## src/rtl/vga_mux_pkg.sv

```systemverilog
// vga_mux_pkg: shared fade states, colour constants and RGB332 to 24-bit expansion.
package vga_mux_pkg;
   localparam int COLOR_W = 8;
   localparam int FADE_FULL = 8;
   typedef enum logic [1:0] {SHOWN, FADE_OUT, DARK, FADE_IN} fade_state_t;
   // Each field is widened by replicating its LSB, so full-scale stays full-scale.
   function automatic logic [23:0] rgb332_expand(input logic [7:0] p);
      return {p[7:5], {5{p[5]}}, p[4:2], {5{p[2]}}, p[1:0], {6{p[0]}}};
   endfunction
endpackage

```

## src/rtl/vga_fade_ctrl.sv

```systemverilog
// vga_fade_ctrl: per-frame brightness ramp between SHOWN and DARK with reversible fades.
module vga_fade_ctrl #(
   parameter int FADE_FULL = 8
) (
   input  logic       clk,
   input  logic       reset,
   input  logic       frame_tick,
   input  logic       fade_out_req,
   input  logic       fade_in_req,
   output logic [3:0] fade_level,
   output logic       fade_busy,
   output logic       fade_done
);
   import vga_mux_pkg::*;
   localparam logic [3:0] FULL = 4'(FADE_FULL);
   fade_state_t state, state_nxt;
   logic [3:0] level_nxt;
   logic done_nxt;
   always_ff @(posedge clk or posedge reset)
      if (reset) begin
         state      <= SHOWN;
         fade_level <= FULL;
         fade_done  <= 1'b0;
      end else begin
         state      <= state_nxt;
         fade_level <= level_nxt;
         fade_done  <= done_nxt;
      end
   // A state-changing request takes the cycle; frame_tick only moves the level otherwise.
   always_comb begin
      state_nxt = state;
      level_nxt = fade_level;
      done_nxt  = 1'b0;
      case (state)
         SHOWN: if (fade_out_req) state_nxt = FADE_OUT;
         DARK:  if (fade_in_req && !fade_out_req) state_nxt = FADE_IN;
         FADE_OUT:
            if (fade_in_req && !fade_out_req) state_nxt = FADE_IN;
            else if (frame_tick) begin
               level_nxt = (fade_level == 4'd0) ? 4'd0 : fade_level - 4'd1;
               if (level_nxt == 4'd0) begin
                  state_nxt = DARK;
                  done_nxt  = 1'b1;
               end
            end
         default:
            if (fade_out_req) state_nxt = FADE_OUT;
            else if (frame_tick) begin
               level_nxt = (fade_level >= FULL) ? FULL : fade_level + 4'd1;
               if (level_nxt == FULL) begin
                  state_nxt = SHOWN;
                  done_nxt  = 1'b1;
               end
            end
      endcase
   end
   assign fade_busy = (state == FADE_OUT) || (state == FADE_IN);
endmodule

```

## src/rtl/vga_layer_mux_fader.sv

```systemverilog
// vga_layer_mux_fader: priority layer select, RGB332 expansion and fade scaling in a 2-stage pipe.
module vga_layer_mux_fader #(
   parameter int NUM_LAYERS = 10,
   parameter int COLOR_W    = 8,
   parameter int FADE_FULL  = 8
) (
   input  logic                               clk,
   input  logic                               reset,
   input  logic                               frame_tick,
   input  logic [NUM_LAYERS-1:0]              draw_req,
   input  logic [NUM_LAYERS-1:0][COLOR_W-1:0] layer_rgb,
   input  logic [NUM_LAYERS-1:0]              layer_en,
   input  logic [COLOR_W-1:0]                 background_rgb,
   input  logic                               fade_out_req,
   input  logic                               fade_in_req,
   output logic [7:0]                         red_out,
   output logic [7:0]                         green_out,
   output logic [7:0]                         blue_out,
   output logic [3:0]                         fade_level,
   output logic                               fade_busy,
   output logic                               fade_done
);
   import vga_mux_pkg::*;
   logic [COLOR_W-1:0] sel, pix1;
   logic [23:0] rgb;
   function automatic logic [7:0] scale(input logic [7:0] c, input logic [3:0] l);
      return 8'(({4'b0, c} * {8'b0, l}) >> 3);
   endfunction
   vga_fade_ctrl #(.FADE_FULL(FADE_FULL)) u_fade (
      .clk(clk), .reset(reset), .frame_tick(frame_tick),
      .fade_out_req(fade_out_req), .fade_in_req(fade_in_req),
      .fade_level(fade_level), .fade_busy(fade_busy), .fade_done(fade_done)
   );
   // Scan from lowest priority upward so the lowest requesting index lands last.
   always_comb begin
      sel = background_rgb;
      for (int i = NUM_LAYERS - 1; i >= 0; i--)
         if (draw_req[i] && layer_en[i]) sel = layer_rgb[i];
   end
   assign rgb = rgb332_expand(pix1);
   always_ff @(posedge clk or posedge reset)
      if (reset) begin
         pix1      <= '0;
         red_out   <= '0;
         green_out <= '0;
         blue_out  <= '0;
      end else begin
         pix1      <= sel;
         red_out   <= scale(rgb[23:16], fade_level);
         green_out <= scale(rgb[15:8], fade_level);
         blue_out  <= scale(rgb[7:0], fade_level);
      end
endmodule
```

## config.mk

```make
export PLATFORM = sky130hd
export DESIGN_NAME = vga_layer_mux_fader
export DESIGN_NICKNAME = d
export VERILOG_FILES = /design/src/rtl/vga_mux_pkg.sv /design/src/rtl/vga_fade_ctrl.sv /design/src/rtl/vga_layer_mux_fader.sv
export SDC_FILE = /design/constraint.sdc
export NUM_CORES = 1
export LEC_CHECK = 0
export BUFFER_PORTS_ARGS = -buffer_cell sky130_fd_sc_hd__buf_2
export CORE_MARGIN = 2
export CORE_UTILIZATION = 50
export DETAILED_ROUTE_END_ITERATION = 6
export GPL_ROUTABILITY_DRIVEN = 0
export PLACE_DENSITY = 0.84
export SLEW_MARGIN = 20
export SYNTH_ARGS = -nofsm -noshare
export SYNTH_HDL_FRONTEND = slang
export SYNTH_HIERARCHICAL = 1
export SYNTH_SLANG_ARGS = --single-unit
```

## constraint.sdc

```tcl
create_clock -name clk -period 4.1 [get_ports clk]
set_input_delay 0.205 -clock clk [delete_from_list [all_inputs] [get_ports clk]]
set_output_delay 0.205 -clock clk [all_outputs]
set_load 0.1 [all_outputs]
```

After elaboration in Yosys (flattened, before gate mapping) --
Cells that the tools add are included.
Storage, ports and cells: bits in registers 39, input bits 113, output and inout bits 30
Operators by class: $add $sub $neg 2, multiply operators 3, $lt $le $gt $ge 1, equality and inequality tests 10, muxes and demuxes 33, bitwise gates (word level) 1, reductions and logical operators 21
Operators by type and width (number):
- 8-bit 2-to-1 mux | 10
- 8-bit by 4-bit multiplier with 11-bit output | 3
- 4-bit 2-to-1 mux | 6
- 2-bit 2-to-1 mux | 8
- 1-bit logical AND | 11
- 4-bit logical NOT | 2
- 4-bit case mux with 2 select lines | 1
- 4-bit nonzero test | 2
- 1-bit 2-to-1 mux | 6
- 2-bit case mux with 3 select lines | 1
- 6-bit AND reduction | 1
- 4-bit by 1-bit adder with 4-bit output (second input constant) | 1
- 2-bit == test (second input constant) | 2
- 4-bit == test (second input constant) | 1
- 4-bit greater-or-equal comparator (second input constant) | 1
- 2-bit by 1-bit != test with 1-bit output (second input constant) | 2
- 2-bit != test (second input constant) | 2
- 4-bit AND reduction | 1
- 4-bit by 1-bit subtractor with 4-bit output (second input constant) | 1
- 3-bit by 1-bit != test with 1-bit output (second input constant) | 1
- 3-bit by 2-bit != test with 1-bit output (second input constant) | 1
- 2-bit by 1-bit == test with 1-bit output (second input constant) | 1
- 2-bit logical NOT | 1
- 1-bit case mux with 2 select lines | 1
- other kinds (4) | 4

Depth between registers and ports, before layout --
Gate-level depths: netlist (run 1).
word-level depth 11, mapped depth 12, mapped depth without buffers 11

By module --
Netlist (run 1), hierarchy kept.
By module, submodules not included:
- vga_layer_mux_fader | times used 1, cells each 398, area each 3475.8 µm², seq. area each 800.8 µm²
- vga_fade_ctrl | times used 1, cells each 66, area each 619.3 µm², seq. area each 176.4 µm²

Worst setup path after synthesis (run 1) --
Ideal clock, no wire load.
path type register to register, from reg u_fade.fade_level[2], to reg blue_out[7], arrival 3718 ps, data required time 3966 ps, setup slack 248 ps, stages on the path, launching flop included 11, path buffers 0, cells stage by stage dfrtp_1 xor2_1 and2_1 ha_1 fa_1 fa_1 a21o_1 a21oi_1 nor2b_1 o41ai_1 xnor2_1
Between the ends: longest elaborated chain between the ends 1
RTL lines:
- start: declaration | RTL line vga_fade_ctrl.sv:10 | output logic [3:0] fade_level,
- start signal: assignment | RTL line vga_fade_ctrl.sv:26 | fade_level <= level_nxt;
- 8-bit by 4-bit multiplier with 11-bit output | RTL line vga_layer_mux_fader.sv:27 | return 8'(({4'b0, c} * {8'b0, l}) >> 3);
- end signal: assignment | RTL line vga_layer_mux_fader.sv:51 | blue_out <= scale(rgb[7:0], fade_level);
- end: declaration | RTL line vga_layer_mux_fader.sv:18 | output logic [7:0] blue_out,
Every way passes these cells. A chain may end at the register's enable or synchronous reset.

Worst setup path in the final report (run 1) --
from reg u_fade.fade_level[3], to reg blue_out[7]
The elaborated chain is that of the path after synthesis.

==> out/summary.txt, run 1 <==
wire per inst = 15.3 um
Storage cell area = 977 sq um
hpwl dp = 8940 um
first-pass GRT wire length = 18000 um
global route total overflow = 0
Area Growth Syn to Fin = 21.1%
FILL cells = 733
synthesis-stage register bit count = 39
Yosys warning total = 6
Vias/cell = 5.73
cells after synthesis = 464
status = complete, no violations
CP Max Fanout = 4
Worst setup EP type = flip-flop
Seq/Total Area, Yosys = 23.9%
I/O Buffers = 142
Max stage delay on crit path = 0.56 ns
number of antenna-violating nets in the routed design = 0
max_slew headroom = 42.1%
Max Transition Viols Final = 0
Highest Clock Rate = 0.285 GHz
critical path class = flip-flop to flip-flop
largest net degree at the start of global routing = 33
Die Span Y = 94.5 um
crit path max-delay cell type = fa_1
Ports = 143
CTS tree = yes
die area = 8930 sq um
DR iter-0 viols = 203
HP Class = primary input to flip-flop
max cap viols = 0
vias in the first global route = 4020
vias = 4054
Max clock buf depth = 2
Post-synth EDFFs = 0
number of antenna diodes = 0
fin crit period = 3.51 ns
post-synth top area share = 23.2%
Die Width = 94.5 um
Residual DRC = 0
synth cell count leaders = 45 x ha_1, 38 x dfrtp_1, 36 x and2_1
share of cells above drive strength 1 = 26.9%
area occupied by multi-input gates = 2890 sq um
cts bufs inserted = 5
final net count = 773
clock skew = 0.00975 ns
Clock Sinks = 39
post-route setup TNS = 0 ns
Final Util = 61.3%
Global Route Usage Sum = 25.2%
syn nets = 636
largest area contributor in the netlist = dfrtp_1
CP cell instances = xor2_1, and2_1, ha_1, fa_1, fa_1, a21o_1, a21oi_1, nor2b_1, o41ai_1, xnor2_1
final WL = 10800 um
clk_lat worst skew = 0.30 ns
H-tree Lvls = 2
Async SR Flop Fraction = 100%
Core Region = 8090 sq um
initial antenna violation count = 0
synthesized area = 4100 sq um
Syn Area/Cell = 8.83 sq um
period utilisation layout = 85.6%
Detailed Routing Iterations Pass 1 = 5
Final Hold Vio Count = 0
CTS clk-pin slew, worst paths = 0.08 ns
Yosys cell types = 63
Post-synth top flop = dfrtp_1
RSZ-0062 raised after global routing = false
Final setup violation count = 0
clock root cell = clkbuf_8
placement row count = 33
most used cell, CP = fa_1
worst slew pin tran = 0.869 ns
setup bufs post-CTS = 0
top cells by area, synth = dfrtp_1 23%, ha_1 14%, fa_1 6.8%
critical path required time = 4.27 ns
kind of start point of the critical path = flip-flop
WP data arrival = 3.68 ns
Initial Util = 50.6%
count leader, synth = ha_1
cells by family after synthesis:
logic type,Yosys count,share of synthesized area (%)
buffers and inverters,47,5.50
flip-flops,39,23.9
adder cells (fa/ha/maj),62,21.3
AND/OR/NAND/NOR,164,21.8
multiplexers,3,0.794
AO/OA/AOI/OAI,122,20.9
XOR/XNOR,27,5.77
worst max-delay path: cells and delay by family, from the launching register on:
family,cells,cell delay (ns)
XOR/XNOR,2,0.44
adder cells (fa/ha/maj),3,1.33
AND/OR/NAND/NOR,2,0.29
flip-flops,1,0.54
AO/OA/AOI/OAI,3,0.75
state kept, by name, indices dropped and copies added (netlist names):
signal             cells
u_fade/state           2
u_fade/fade_done       1
green_out              8
blue_out               8
u_fade/fade_level      4
pix1                   8
red_out                8
cells in the final DEF, fill, tap and decap left out, types with 2 or more instances in the layout:
cell type  Yosys  routed
buf_2          3     142
or3_1          3       3
nand2b_1       8       8
a221oi_1      10      10
and3_1         8       8
nand2_1       33      33
xnor2_1       17      17
clkbuf_8       0       7
nand4_1        3       3
fa_1          14      14
o21ai_0       18      18
o22ai_1        9       9
or2_2          2       2
o2111ai_1     16      16
ha_1          45      45
maj3_1         3       3
o41ai_1        2       2
o21ai_1       10      10
nand4b_1       3       3
dfrtp_1       38      38
nor2b_1        7       7
and2_1        36      36
and4_1         3       3
a21o_1         5       5
a41oi_1        2       2
a21boi_0       8       8
nor2_1        20      20
nand3_1       21      21
inv_1         30      30
mux2_1         2       2
nor3_1         8       8
a41o_1         2       2
buf_4          3       3
xor2_1        10      10
a21oi_1       24      24
a211oi_1       4       4
layout make-up:
class                   instances  area share, %
multi-input cells             378           58.3
flip-flops and latches         39           19.7
repair buffers                146           15.0
well taps                     105           2.65
inverters                      31           2.35
clock buffers                   8           2.02
routing by layer:
metal,vias up,wire length [um],GRT usage [%]
met4,0,352,11.7
met5,-,0,0
met1,1881,3920,26.5
met2,185,5920,48.9
met3,25,648,3.35
li1,1963,-,-
metrics by stage:
| step | instance area (sq um) | hold slack [ns] | worst slack, ns | cells |
|---|---|---|---|---|
| floorplan | 4100 | 0.00767 | 0.248 | 464 |
| detailed placement | 4850 | 0.174 | 0.651 | 698 |
| finish | 4960 | 0.183 | 0.590 | 707 |
| global placement | 4850 | 0.168 | 0.802 | 698 |
| global route | 4960 | 0.180 | 0.377 | 707 |
| CTS | 4960 | 0.183 | 0.608 | 707 |
path summary, 6_finish.rpt:
path	start	slack (ns)	to	cells after the start
setup / recovery	u_fade/fade_level[3]$_DFFE_PP1P_	0.59	blue_out[7]$_DFF_PP0_	10
hold / removal	layer_rgb[14]	0.18	pix1[6]$_DFF_PP0_	3
setup reg to reg	u_fade/fade_level[3]$_DFFE_PP1P_	0.59	blue_out[7]$_DFF_PP0_	10
hold reg to reg	u_fade/state[1]$_DFFE_PP0P_	0.56	u_fade/state[1]$_DFFE_PP0P_	1
max in group asynchronous	reset	3.27	blue_out[6]$_DFF_PP0_	4
min in group asynchronous	reset	0.40	u_fade/fade_done$_DFF_PP0_	3
what timing repair did:
item,in CTS,in global routing
hold buffers,1,0
endpoints found under the hold margin,6,0
resized for setup,0,0
Power of run 1 is not shown: default switching activity piles up to over one toggle a cycle in this logic, so the estimate is an artifact.
==> run 2: changes to the inputs <==
--- a/config.mk
+++ b/config.mk
@@ -6,11 +6,13 @@
 export NUM_CORES = 1
 export LEC_CHECK = 0
 export BUFFER_PORTS_ARGS = -buffer_cell sky130_fd_sc_hd__buf_2
+export CELL_PAD_IN_SITES_DETAIL_PLACEMENT = 1
+export CELL_PAD_IN_SITES_GLOBAL_PLACEMENT = 1
 export CORE_MARGIN = 2
-export CORE_UTILIZATION = 50
+export CORE_UTILIZATION = 38
 export DETAILED_ROUTE_END_ITERATION = 6
 export GPL_ROUTABILITY_DRIVEN = 0
-export PLACE_DENSITY = 0.84
+export PLACE_DENSITY = 0.87
 export SLEW_MARGIN = 20
 export SYNTH_ARGS = -nofsm -noshare
 export SYNTH_HDL_FRONTEND = slang
==> run 2 against run 1 <==
Hold slack got worse by 0.00070 ns. First-iteration DRC count down 16%. Clock skew grew 0.0041 ns. Maximum frequency rose by 2.9%.
==> out/summary.txt, run 2 (synthesized netlist as in run 1, its figures left out) <==
status = complete, no violations (unchanged)
kind of start point of the critical path = flip-flop (unchanged)
post-route setup TNS = 0 ns (unchanged)
Final setup violation count = 0 (unchanged)
global route total overflow = 0 (unchanged)
clock root cell = clkbuf_8 (unchanged)
Area Growth Syn to Fin = 22.6% (was 21.1%)
clock skew = 0.0138 ns (was 0.00975 ns)
I/O Buffers = 142 (unchanged)
HP Class = primary input to flip-flop (unchanged)
most common cell after layout, fill and taps aside = buf_2 (unchanged)
hpwl dp = 10800 um (was 8940 um)
Highest Clock Rate = 0.293 GHz (was 0.285 GHz)
max cap viols = 0 (unchanged)
CTS tree = yes (unchanged)
Vias/cell = 5.63 (was 5.73)
placement row count = 37 (was 33)
initial antenna violation count = 1 (was 0)
Detailed Routing Iterations Pass 1 = 4 (was 5)
fin crit period = 3.41 ns (was 3.51 ns)
Ports = 143 (unchanged)
vias in the first global route = 4556 (was 4020)
period utilisation layout = 83.2% (was 85.6%)
final net count = 773 (unchanged)
Global Route Usage Sum = 23.6% (was 25.2%)
Final Hold Vio Count = 0 (unchanged)
DR iter-0 viols = 170 (was 203)
max_slew headroom = 41.3% (was 42.1%)
wire per inst = 18.0 um (was 15.3 um)
Initial Util = 39.3% (was 50.6%)
WP data arrival = 3.58 ns (was 3.68 ns)
Worst setup EP type = flip-flop (unchanged)
worst slew pin tran = 0.881 ns (was 0.869 ns)
Core Region = 10400 sq um (was 8090 sq um)
Die Width = 108 um (was 94.5 um)
cts bufs inserted = 5 (unchanged)
die area = 11600 sq um (was 8930 sq um)
area occupied by multi-input gates = 2890 sq um (unchanged)
final WL = 13300 um (was 10800 um)
first-pass GRT wire length = 21800 um (was 18000 um)
CTS clk-pin slew, worst paths = 0.09 ns (was 0.08 ns)
share of cells above drive strength 1 = 27.1% (was 26.9%)
Max clock buf depth = 2 (unchanged)
Die Span Y = 108 um (was 94.5 um)
Residual DRC = 0 (unchanged)
CP Max Fanout = 4 (unchanged)
critical path class = flip-flop to flip-flop (unchanged)
FILL cells = 1316 (was 733)
Max Transition Viols Final = 0 (unchanged)
critical path required time = 4.27 ns (about the same)
RSZ-0062 raised after global routing = false (unchanged)
number of antenna-violating nets in the routed design = 0 (unchanged)
largest net degree at the start of global routing = 25 (was 33)
most frequent cells in the layout = 142 x buf_2, 45 x ha_1, 38 x dfrtp_1, 36 x and2_1, 33 x nand2_1 (unchanged)
Storage cell area = 977 sq um (unchanged)
Clock Sinks = 39 (unchanged)
vias = 4159 (was 4054)
H-tree Lvls = 2 (unchanged)
clk_lat worst skew = 0.30 ns (about the same)
==> run 2: worst max-delay path, cell delays in order (launching register included) <==
cell	delay, ns
dfstp_2	0.55
xor2_1	0.29
and2_1	0.22
ha_1	0.33
fa_1	0.56
fa_1	0.47
a21o_1	0.20
a21oi_1	0.15
nor2b_1	0.08
o41ai_1	0.30
xnor2_1	0.13
==> run 2: repair_timing <==
action | 4_1_cts | 5_1_grt
buffers inserted | 0 | 0
endpoints found under the hold margin | 19 | 0
gates resized for setup | 0 | 0
hold buffers | 1 | 0
==> run 2: metrics by stage <==
step | instances | hold WS [ns] | area [sq um] | setup WS [ns] | utilization [%]
after floorplan | 464 | 0.00767 | 4100 | 0.248 | -
after global placement | 729 | 0.179 | 4890 | 0.801 | 46.9
after detailed placement | 729 | 0.186 | 4890 | 0.758 | 46.9
after CTS | 738 | 0.177 | 5020 | 0.682 | 48.2
after global routing | 739 | 0.178 | 5020 | 0.459 | 48.2
final | 739 | 0.182 | 5020 | 0.688 | 48.2
==> run 2: routing by layer <==
layer | wire length, um | GRT usage, % | share of wire [%] | vias up
met5 | 0 | 0 | 0 | -
met4 | 378 | 8.79 | 2.8 | 0
met3 | 661 | 4.48 | 5.0 | 30
met2 | 7160 | 44.8 | 54 | 143
met1 | 5120 | 25.8 | 38 | 2016
li1 | - | - | - | 1970
==> run 2: area by class of cell <==
class / count / share of cell area, %
tap: 136 / 3.39
timing repair buffer: 146 / 14.8
antenna: 1 / 0.0499
clock inverter: 2 / 0.698
sequential: 39 / 19.5
clock buffer: 6 / 1.65
inverter: 31 / 2.32
multi-input combinational: 378 / 57.6
==> run 2: final timing paths <==
| check | startpoint | to | slack (ns) | cells past startpoint |
|---|---|---|---|---|
| max | u_fade/fade_level[3]$_DFFE_PP1P_ | blue_out[7]$_DFF_PP0_ | 0.69 | 10 |
| min | layer_rgb[13] | pix1[5]$_DFF_PP0_ | 0.18 | 3 |
| max reg2reg | u_fade/fade_level[3]$_DFFE_PP1P_ | blue_out[7]$_DFF_PP0_ | 0.69 | 10 |
| min reg2reg | u_fade/state[1]$_DFFE_PP0P_ | u_fade/state[1]$_DFFE_PP0P_ | 0.56 | 1 |
| max in group asynchronous | reset | blue_out[0]$_DFF_PP0_ | 2.92 | 4 |
| min in group asynchronous | reset | u_fade/fade_done$_DFF_PP0_ | 0.42 | 3 |
Power of run 2 is left out for the same reason.
